`src/rtl/im_loader_pkg.sv`:
```
// im_loader_pkg: shared types and constants for the instruction-memory loader.
//   state_e        : loader FSM states
//   IMG_HDR_BYTES  : bytes in the image length header (big-endian word count)
//   BYTES_PER_WORD : image bytes packed into one instruction word
package im_loader_pkg;

  typedef enum logic [2:0] {
    S_IDLE    = 3'd0,
    S_HDR_HI  = 3'd1,
    S_HDR_LO  = 3'd2,
    S_COLLECT = 3'd3,
    S_WRITE   = 3'd4,
    S_DONE    = 3'd5
  } state_e;

  localparam int IMG_HDR_BYTES  = 2;
  localparam int BYTES_PER_WORD = 4;

endpackage

```
`src/rtl/im_loader_word_assembler.sv`:
```
// word_assembler: packs image bytes into a big-endian 32-bit word.
//   clk, rst        : clock, async active-low reset
//   clr             : restart packing (new load)
//   shift_en        : accept data_in into the word buffer
//   data_in  [7:0]  : image byte
//   word     [31:0] : packed word, first byte of the word in [31:24]
//   word_full       : buffer already holds 3 bytes, the next shift completes a word
module word_assembler
  import im_loader_pkg::*;
(
  input  logic        clk,
  input  logic        rst,
  input  logic        clr,
  input  logic        shift_en,
  input  logic [7:0]  data_in,
  output logic [31:0] word,
  output logic        word_full
);

  logic [31:0] word_q;
  logic [1:0]  idx_q;

  always_ff @(posedge clk or negedge rst) begin
    if (!rst) begin
      word_q <= '0;
      idx_q  <= '0;
    end else if (clr) begin
      word_q <= '0;
      idx_q  <= '0;
    end else if (shift_en) begin
      // Shifting left puts the earliest byte of the word at the top.
      word_q <= {word_q[23:0], data_in};
      idx_q  <= idx_q + 2'd1;
    end
  end

  assign word      = word_q;
  assign word_full = (idx_q == 2'(BYTES_PER_WORD - 1));

endmodule

```
`src/rtl/im_loader.sv`:
```
// im_loader: boot-time loader that streams a length-prefixed image into the
// instruction memory and holds the core in reset until the image is written.
//   clk, rst           : clock, async active-low reset
//   start              : begin a load (honoured in IDLE or DONE only)
//   in_data/in_valid   : image byte stream; in_ready is the accept side
//   im_we/im_addr/im_wdata : instruction memory write port
//   cpu_rst            : core reset, high unless the image is complete
//   busy/done          : load in progress / image complete
//   ovf                : header word count exceeded memory depth (sticky per load)
//   word_cnt           : words consumed in the current load
//
// state     | meaning
// ----------+--------------------------------------------------------
// S_IDLE    | after reset, waiting for start, core held in reset
// S_HDR_HI  | waiting for word count high byte
// S_HDR_LO  | waiting for word count low byte
// S_COLLECT | packing image bytes into the current word
// S_WRITE   | one-cycle memory write of the completed word
// S_DONE    | image loaded, core released, start reloads
module im_loader
  import im_loader_pkg::*;
#(
  parameter int ADDR_W = 10
) (
  input  logic              clk,
  input  logic              rst,
  input  logic              start,
  input  logic [7:0]        in_data,
  input  logic              in_valid,
  output logic              in_ready,
  output logic              im_we,
  output logic [ADDR_W-1:0] im_addr,
  output logic [31:0]       im_wdata,
  output logic              cpu_rst,
  output logic              busy,
  output logic              done,
  output logic              ovf,
  output logic [15:0]       word_cnt
);

  localparam int unsigned DEPTH = 32'd1 << ADDR_W;

  state_e      state_q;
  logic [15:0] n_q;
  logic [15:0] word_cnt_q;
  logic        ovf_q;

  logic        can_start;
  logic        xfer;
  logic        asm_shift;
  logic        word_full;
  logic [31:0] asm_word;
  logic [15:0] n_full;
  logic [15:0] word_cnt_inc;

  assign can_start    = start && (state_q == S_IDLE || state_q == S_DONE);
  assign xfer         = in_valid && in_ready;
  assign asm_shift    = xfer && (state_q == S_COLLECT);
  assign n_full       = {n_q[15:8], in_data};
  assign word_cnt_inc = word_cnt_q + 16'd1;

  word_assembler u_asm (
    .clk       (clk),
    .rst       (rst),
    .clr       (can_start),
    .shift_en  (asm_shift),
    .data_in   (in_data),
    .word      (asm_word),
    .word_full (word_full)
  );

  always_ff @(posedge clk or negedge rst) begin
    if (!rst) begin
      state_q    <= S_IDLE;
      n_q        <= '0;
      word_cnt_q <= '0;
      ovf_q      <= 1'b0;
    end else begin
      case (state_q)
        S_IDLE, S_DONE: begin
          if (start) begin
            state_q    <= S_HDR_HI;
            n_q        <= '0;
            word_cnt_q <= '0;
            ovf_q      <= 1'b0;
          end
        end
        S_HDR_HI: begin
          if (xfer) begin
            n_q[15:8] <= in_data;
            state_q   <= S_HDR_LO;
          end
        end
        S_HDR_LO: begin
          if (xfer) begin
            n_q[7:0] <= in_data;
            ovf_q    <= (32'(n_full) > DEPTH);
            state_q  <= (n_full == 16'd0) ? S_DONE : S_COLLECT;
          end
        end
        S_COLLECT: begin
          if (xfer && word_full) state_q <= S_WRITE;
        end
        S_WRITE: begin
          word_cnt_q <= word_cnt_inc;
          state_q    <= (word_cnt_inc == n_q) ? S_DONE : S_COLLECT;
        end
        default: state_q <= S_IDLE;
      endcase
    end
  end

  // All strobes decode from registered state; nothing here sees in_valid or start.
  assign in_ready = (state_q == S_HDR_HI) || (state_q == S_HDR_LO) ||
                    (state_q == S_COLLECT);
  // Words past the end of memory are still consumed but never written.
  assign im_we    = (state_q == S_WRITE) && (32'(word_cnt_q) < DEPTH);
  assign im_addr  = word_cnt_q[ADDR_W-1:0];
  assign im_wdata = asm_word;
  assign cpu_rst  = (state_q != S_DONE);
  assign busy     = (state_q != S_IDLE) && (state_q != S_DONE);
  assign done     = (state_q == S_DONE);
  assign ovf      = ovf_q;
  assign word_cnt = word_cnt_q;

endmodule
```
`config.mk`:
```
export PLATFORM = sky130hd
export DESIGN_NAME = im_loader
export DESIGN_NICKNAME = d
export VERILOG_FILES = /design/src/rtl/im_loader_pkg.sv /design/src/rtl/im_loader_word_assembler.sv /design/src/rtl/im_loader.sv
export SDC_FILE = /design/constraint.sdc
export NUM_CORES = 1
export LEC_CHECK = 0
export ABC_AREA = 0
export CAP_MARGIN = 20
export CORE_AREA = 8 8 129 71
export DETAILED_ROUTE_END_ITERATION = 10
export DIE_AREA = 0 0 137 79
export PLACE_DENSITY = 0.92
export SYNTH_ARGS = -nofsm -noshare
export SYNTH_HDL_FRONTEND = slang
export SYNTH_SLANG_ARGS = --single-unit
export TNS_END_PERCENT = 5
```
`constraint.sdc`:
```
create_clock -name clk -period 2.55 [get_ports clk]
set_input_delay 0.255 -clock clk [delete_from_list [all_inputs] [get_ports clk]]
set_output_delay 0.255 -clock clk [all_outputs]
set_load 0.01 [all_outputs]
```
---- Word level (Yosys, flattened, before mapping) ----
Index checks and enable logic that the tools add are counted.
W data, S select, Z words.
word-level totals
  register bits ........................... 70
  logic and storage cells ................. 63
operators by class
  $add $sub $neg .......................... 2
  magnitude comparators ................... 2
  equality and inequality tests ........... 12
  multiplexer cells ....................... 19
  reduce and logical (&&, ||, !) cells .... 21
operators with widths
  kind                     number
  $mux W32                 2
  $pmux W16 S2             1
  $pmux W8 S2              2
  $mux W3                  6
  $add A16 B1 Y16 const B  1
  $eq A16 B16 Y1           1
  $gt A16 B11 Y1 const B   1
  $logic_not A16 Y1        1
  $lt A16 B11 Y1 const B   1
  $mux W16                 1
  $pmux W3 S5              1
  $mux W8                  1
  $ne A2 B2 Y1 const B     4
  $reduce_bool A2 Y1       4
  $eq A3 B2 Y1 const B     2
  $eq A3 B3 Y1 const B     2
  $logic_and A1 B1 Y1      6
  $reduce_and A3 Y1        2
  $mux W2                  2
  $reduce_and A4 Y1        1
  $eq A3 B1 Y1 const B     1
  $logic_not A3 Y1         1
  $logic_or A1 B1 Y1       3
  $ne A3 B3 Y1 const B     1
  other kinds (7)          8

---- Logic depth before layout (Yosys ltp) ----
Gate-level depths: netlist (run 1).
  depth after elaboration ................. 7
  mapped depth ............................ 9

---- By module ----
Synthesis (run 1) repeated with hierarchy kept, for this count alone.
second synthesis, totals
  cells, all modules ...................... 391
  area total of the unflattened synthesis .. 3841.2 um2
by module, submodules not included
  module          times used  cells each  area an instance (um2)  sequential area each (um2)
  im_loader       1           280         2422.3                  900.9
  word_assembler  1           111         1418.9                  850.8

---- Worst setup path before layout (run 1) ----
Ideal clock, no wire load.
  kind .................................... reg2reg
  start ................................... register word_cnt_q[0], in the netlist word_cnt[0]
  end ..................................... register state_q[1]
  setup time .............................. 0.129 ns
  arrival ................................. 2.166 ns
  slack ................................... 0.255 ns
  stages on the path, launching flop included .. 9
  path buffers ............................ 1
  cells stage by stage .................... dfrtp_1 > ha_1 > buf_4 > and3_1 > and3_2 > xnor2_1 > nor4_2 > nand4_1 > o41a_1
on the way
  cells in the longest elaborated chain, start to end .. 4
RTL lines
  element                   line              source
  start: declaration        im_loader.sv:45   logic [15:0] word_cnt_q;
  start signal: assignment  im_loader.sv:105  word_cnt_q <= word_cnt_inc;
  $add A16 B1 Y16           im_loader.sv:60   assign word_cnt_inc = word_cnt_q + 16'd1;
  $eq A16 B16 Y1            im_loader.sv:106  state_q <= (word_cnt_inc == n_q) ? S_DONE : S_COLLECT;
  $mux W3                   im_loader.sv:106
  $pmux W3 S5               im_loader.sv:79   case (state_q)
  end signal: assignment    im_loader.sv:98   state_q <= (n_full == 16'd0) ? S_DONE : S_COLLECT;
  end signal: assignment    im_loader.sv:106
  end: declaration          im_loader.sv:43   state_e state_q;
No other way between the ends.
A chain may end at the register's enable or synchronous reset.

---- Worst setup path after layout (run 1) ----
  start ................................... register state_q[2]
  end ..................................... output im_we
on the way
  cells in the longest elaborated chain, start to end .. 2
RTL lines
  element              line              source
  $eq A3 B3 Y1         im_loader.sv:117  assign im_we = (state_q == S_WRITE) && (32'(word_cnt_q) < DEPTH);
  $logic_and A1 B1 Y1  im_loader.sv:117
  end: declaration     im_loader.sv:31   output logic im_we,
No other way between the ends.

==> results of run 1 <==
-- flip-flops by register name, summed over array words and instances (netlist names) --
| register | cells |
|---|---|
| word_cnt | 16 |
| state_q | 3 |
| u_asm.idx_q | 2 |
| n_q | 16 |
| ovf | 1 |
| u_asm.word | 32 |
-- final cells by class --
type	instances	area [um2]	share of cell area [%]
flip-flops and latches	70	1753	36.15
clock buffers	10	239.0	4.928
inverters	8	30.03	0.6192
clock inverters	6	61.31	1.264
repair buffers	91	878.3	18.11
multi-input cells	332	1763	36.35
well taps	100	125.1	2.580
-- how the worst min path moves through the flow --
stage / endpoint / from / depth (start not counted)
6_report: u_asm.word[17] / rst / 1
5_1_grt: u_asm.word[8] / rst / 1
4_1_cts: word_cnt[4] / rst / 1
3_5_place_dp: u_asm.word[16] / rst / 1
3_3_place_gp: u_asm.word[16] / rst / 1
2_1_floorplan: n_q[0] / rst / 0
-- Yosys cell counts (2+ instances only) --
| library cell | count |
|---|---|
| inv_1 | 8 |
| buf_1 | 3 |
| ha_1 | 2 |
| buf_2 | 2 |
| dfrtp_1 | 70 |
| and2_1 | 2 |
| nor2_1 | 32 |
| nand3_1 | 15 |
| nor4_2 | 2 |
| nor3b_1 | 2 |
| nor3_1 | 6 |
| nand4_1 | 7 |
| buf_4 | 12 |
| o21ai_1 | 2 |
| a21oi_1 | 40 |
| buf_6 | 2 |
| o41ai_1 | 2 |
| o31ai_1 | 7 |
| nand2_1 | 114 |
| xor2_1 | 9 |
| xnor2_1 | 14 |
| or3_1 | 2 |
| o21ai_0 | 43 |
| clkbuf_1 | 12 |
| nor4_1 | 4 |
| nor2b_1 | 4 |
-- through the flow --
stage	std cells	area, um2	utilization, %
floorplan	441	3719	-
global placement	601	4546	60.29
detailed placement	601	4546	60.29
CTS	617	4847	64.29
global route	617	4850	64.32
finish	617	4850	64.32
-- logic make-up after synthesis --
kind of cell,Yosys count
AOI/OAI and AO/OA,105
xor gates and xnor gates,23
adders and majority gates,2
buffers and inverters,39
DFF,70
muxes,1
and+or+nand+nor,201
-- layer usage --
layer | vias to the layer above | global-route usage, % | part of all wire (%)
met2 | 164 | 29.78 | 45
met4 | 0 | 6.889 | 1.6
met5 | - | 0 | 0
li1 | 1642 | - | -
met3 | 26 | 7.242 | 9.7
met1 | 1730 | 26.72 | 44
-- critical path, stage by stage (launching register included) --
cell             delay (ps)
dfrtp_2                 460
inv_1                   140
or3_1                   410
nor4_1                  270
clkdlybuf4s50_1         590
-- placed cells by master (no fill, tap or decap), types with 7 or more instances in the layout --
cell type,netlist,final
dfrtp_1,70,69
o31ai_1,7,7
clkbuf_16,0,9
a21oi_1,40,40
buf_4,12,15
inv_1,8,8
o21ai_0,43,43
xor2_1,9,9
nand2_1,114,114
nand4_1,7,7
clkdlybuf4s50_1,0,74
nand3_1,15,15
xnor2_1,14,14
nor2_1,32,31
-- power by group through the flow --
| stage | Sequential [uW] | Clock (uW) | Combinational (uW) |
|---|---|---|---|
| after global routing | 1800 | 1330 | 2370 |
| after CTS | 1760 | 1280 | 2150 |
| after floorplan | 1800 | 0 | 1140 |
| final | 1770 | 1270 | 2160 |
| after global placement | 1740 | 0 | 2050 |
| after detailed placement | 1770 | 0 | 2120 |
-- repair_timing --
item	in CTS	in global routing
resized for setup	1	1
buffers inserted	0	0
pin swaps	0	0
hold buffers	0	0
endpoints found under the setup margin	1	1
==> flow_metrics.tcl, run 1 <==
set metrics [dict create \
    post-route-worst-setup-slack_ps 91.31 \
    power.leakage_uw 0.002083 \
    routedWlPerCell_um 17.59 \
    r2r_end "state_q[1]" \
    relSlewSlack_pct 33.27 \
    dp_worst_setup_slack_ps 140.2 \
    ys_top_cells_by_area "dfrtp_1 47%, nand2_1 12%, o21ai_0 5.8%, a21oi_1 5.4%, xnor2_1 3.3%" \
    totalWireLength_um 10850 \
    rows 23 \
    max_freq_mhz 406.7 \
    vias_per_cell 5.773 \
    ys_seq_elements 70 \
    worst_slew_pin_slew_ps 997.3 \
    coreArea_um2 7540 \
    r2r_start "word_cnt[1]" \
    syn_inst 441 \
    fillCellCount 598 \
    ant_nets 0 \
    clk_latency_ps 340 \
    io_pins 76 \
    drv_cap 0 \
    startpoint_type "flop" \
    vias 3562 \
    gp_congestion 0.9433 \
    peakVddDrop_mv 0.4847 \
    synth_top_area_share_pct 47.11 \
    grt_setup_unrepaired "no" \
    grt_overflow_total 0 \
    hold_viol_final 0 \
    finalPower_uw 5198 \
    grt_pass1_wl_um 17370 \
    syn_nets 455 \
    grt_max_degree 39 \
    drc_errors 0 \
    fin_crit_sh_pct 96.42 \
    cts_tree "done" \
    synth-compound-area-share_pct 15.85 \
    area_delta_synth_final_pct 30.42 \
    diodes 0 \
    drtPass1Iterations 6 \
    antenna_found_initial 0 \
    synthDistinctLibCells 49 \
    drtIter0Drc 509 \
    synthFlopType "dfrtp_1" \
    synth.cell_area_um2 3719 \
    status "finished clean" \
    end_kind "output pin" \
    synth_seq_area_share_pct 47.11 \
    die_area_um2 10820 \
    die_w_um 137 \
    synth-adder-area-share_pct 0.6729 \
    synth_mux_area_share_pct 0.2692 \
    cts_num_sinks 70 \
    synthXorXnorAreaFrac_pct 5.417 \
    fin_nets 526 \
    die_h_um 79 \
    p_int_uw 3214 \
    async_flop_share_pct 100.0 \
    clockBufferDepth 2 \
    holdWs_ps 15.34 \
    hpwlAfterDp_um 7552 \
    synth-simple-area-share_pct 25.07 \
    combinationalPowerShare_pct 41.6 \
    post-route-min-period_ps 2459 \
    yosysTopAreaCell "dfrtp_1" \
    io_buffers 75 \
    grt_pass1_vias 3390 \
    regToRegSetupSlack_ps 150 \
    cp.arrival_ps 2200 \
    r2r_cells 7 \
    seq_power_share_pct 34.0 \
    p_clk_share_pct 24.4 \
    ys_warn_count 0 \
    p_per_area_nw_per_um2 1072 \
    swShare_pct 38.17 \
    clkTransAtPathRegs_ps 50 \
    crit_end "im_we" \
    htreeDepth 3 \
    synth.avg_cell_area_um2 8.432 \
    crit_required_ps 2300 \
    synth_edf_count 0 \
    numCtsBuffers 9 \
    cp_max_fo 9 \
    crit_start "state_q[2]" \
    tns_ps 0 \
    grtUsageTotal_pct 20.10 \
    slew_viol_final 0 \
    worstSetupPathType "reg -> out" \
    fin_skew_ps 6.550 \
    p_sw_uw 1984 \
    drive_above_1_share_pct 8.317 \
    hp-class "in -> async" \
    start_util_pct 49.32 \
    final-setup-viol-count 0 \
    cts_root_buf "clkbuf_16" \
    synth_top_family_by_area "simple AND/OR/NAND/NOR gates" \
]
(Power assumes the default switching activity.)
==> run 2, diff against run 1 <==
- CTS_CLUSTER_SIZE: not set -> 25
==> results of run 2 <==
The final DEF is identical to that of run 1; final timing and power are the same.
==> run 3, diff against run 2 <==
- DONT_BUFFER_PORTS: not set -> 1
- PLACE_DENSITY: 0.92 -> not set
- PLACE_DENSITY_LB_ADDON: not set -> 0.2
==> run 3 against run 2 <==
Clock skew fell by 2.9 ps; first-iteration DRC count decreased by 30%; combinational power shrank 32%; critical endpoint is now state_q[1]; sequential power rose by 8%; power decreased by 11%; core utilization down 9.3 points; design area down 14%.
==> flow_metrics.tcl, run 3 (synthesis gave the netlist of run 1 again) <==
set metrics [dict create \
    status "finished clean" \
    diodes 0 \
    grt_max_degree 71 \
    die_w_um 137 \
    cp_max_fo 6 \
    layout_commonest_cell "nand2_1" \
    multi_input_area_um2 1760 \
    io_pins 76 \
    clk_latency_ps 320 \
    drive_above_1_share_pct 9.843 \
    cts_root_buf "clkbuf_16" \
    ant_nets 0 \
    fin_nets 456 \
    clkTransAtPathRegs_ps 50 \
    grt_pass1_vias 2889 \
    combinationalPowerShare_pct 31.7 \
    critical-path-max-stage-delay_ps 530 \
    finalPower_uw 4612 \
    cts_num_sinks 70 \
    post-route-min-period_ps 2323 \
    largest_register_ffs 32 \
    max_freq_mhz 430.5 \
    numCtsBuffers 9 \
    start_util_pct 49.32 \
    stdcell_count 547 \
    hp-class "in -> reg" \
    post-route-worst-setup-slack_ps 227.3 \
    fillCellCount 708 \
    vias 3165 \
    coreArea_um2 7540 \
    dp.cells 529 \
    vias_per_cell 5.786 \
    peakVddDrop_mv 0.4610 \
    fin_crit_sh_pct 91.09 \
    hold_viol_final 0 \
    grt_pass1_wl_um 15800 \
    p_sw_uw 1819 \
    drv_cap 0 \
    drtIter0Drc 356 \
    die_area_um2 10820 \
    dp_worst_setup_slack_ps 227.2 \
    grt_overflow_total 0 \
    p_per_area_nw_per_um2 1112 \
    totalWireLength_um 9805 \
    swShare_pct 39.44 \
    slew_viol_final 0 \
    drc_errors 0 \
    path_cells "nand4_1, or2_1, nor4_2, xnor2_1, o2111ai_1, o41a_1" \
    fin_skew_ps 3.653 \
    cp.arrival_ps 2520 \
    die_h_um 79 \
    seqCellArea_um2 1753 \
    routedWlPerCell_um 17.93 \
    seq_power_share_pct 41.4 \
    drtPass1Iterations 5 \
    worst_slew_pin_slew_ps 1002 \
    tns_ps 0 \
    p_clk_share_pct 26.9 \
    final_cell_mix "114 x nand2_1, 69 x dfrtp_1, 43 x o21ai_0, 40 x a21oi_1, 31 x nor2_1" \
    cp_slowest_cell "dfrtp_1" \
    cts_tree "done" \
    worstSetupPathType "reg -> reg" \
    hpwlAfterDp_um 7055 \
    final-setup-viol-count 0 \
    antenna_found_initial 0 \
    grt_setup_unrepaired "no" \
    startpoint_type "flop" \
    power.leakage_uw 0.001851 \
    clockBufferDepth 2 \
    postCtsSetupBuffers 0 \
    crit_required_ps 2750 \
    io_buffers 0 \
    htreeDepth 3 \
    end_kind "flop" \
    gp_congestion 0.8585 \
    p_int_uw 2793 \
    rows 23 \
    grtUsageTotal_pct 18.55 \
    area_delta_synth_final_pct 11.57 \
    relSlewSlack_pct 32.95 \
]
[run 3: cell types whose count changed in the layout (fill, tap and decap cells not counted), sizes merged]
cell	change
clkbuf	+1
clkinvlp	-1
buf	+3
inv	+1
clkinv	-1
dlygate4sd3	+1
clkdlybuf4s50	-74
[run 3: power by group through the flow]
stage | Clock (uW) | Sequential, uW | Combinational (uW)
final | 1240 | 1910 | 1460
after global routing | 1320 | 1970 | 1660
after CTS | 1270 | 1920 | 1460
after detailed placement | 0 | 1940 | 1430
after global placement | 0 | 1930 | 1400
after floorplan | 0 | 1800 | 1140
[run 3: timing repair]
action / 4_1_cts / 5_1_grt
endpoints found under the hold margin: 70 / 0
endpoints found under the setup margin: 0 / 1
hold buffers: 2 / 0
resized for setup: 0 / 1
[run 3: final timing paths]
check,from,depth (start not counted),slack [ps],end
max,word_cnt[5],6,230,state_q[1]
min,in_data[0],2,50,n_q[0]
max reg2reg,word_cnt[5],6,230,state_q[1]
min reg2reg,u_asm.idx_q[1],2,530,u_asm.idx_q[1]
max in group asynchronous,rst,2,1790,u_asm.word[12]
min in group asynchronous,rst,2,460,word_cnt[1]
[run 3: cell type report]
class,count,share of cell area (%)
Tap cell,100,3.016
Inverter,8,0.7238
Clock inverter,5,1.387
Multi-Input combinational cell,332,42.43
Clock buffer,11,5.850
Timing Repair Buffer,21,4.343
Sequential cell,70,42.25
[run 3: metal layers]
metal  track usage [%]  routed length, um  vias up
li1                  -                  -     1509
met1             27.17               4752     1523
met2             26.05               4151      125
met3             6.486                858        8
met4             3.014                 42        0
met5                 0                  0        -
[run 3: worst max-delay path, delay by kind of cell (launching register included)]
| kind | cells | cell delay, ps |
|---|---|---|
| xor+xnor | 1 | 170 |
| simple gates | 3 | 910 |
| compound gates | 2 | 590 |
| flops | 1 | 530 |
[run 3: per-stage QoR]
step,utilization (%),instance area (um2),hold slack [ps]
final,55.03,4149,52.55
after floorplan,-,3719,-40.59
after detailed placement,50.53,3810,-38.85
after CTS,55.01,4148,42.47
after global placement,50.53,3810,-38.34
after global routing,55.03,4149,42.35
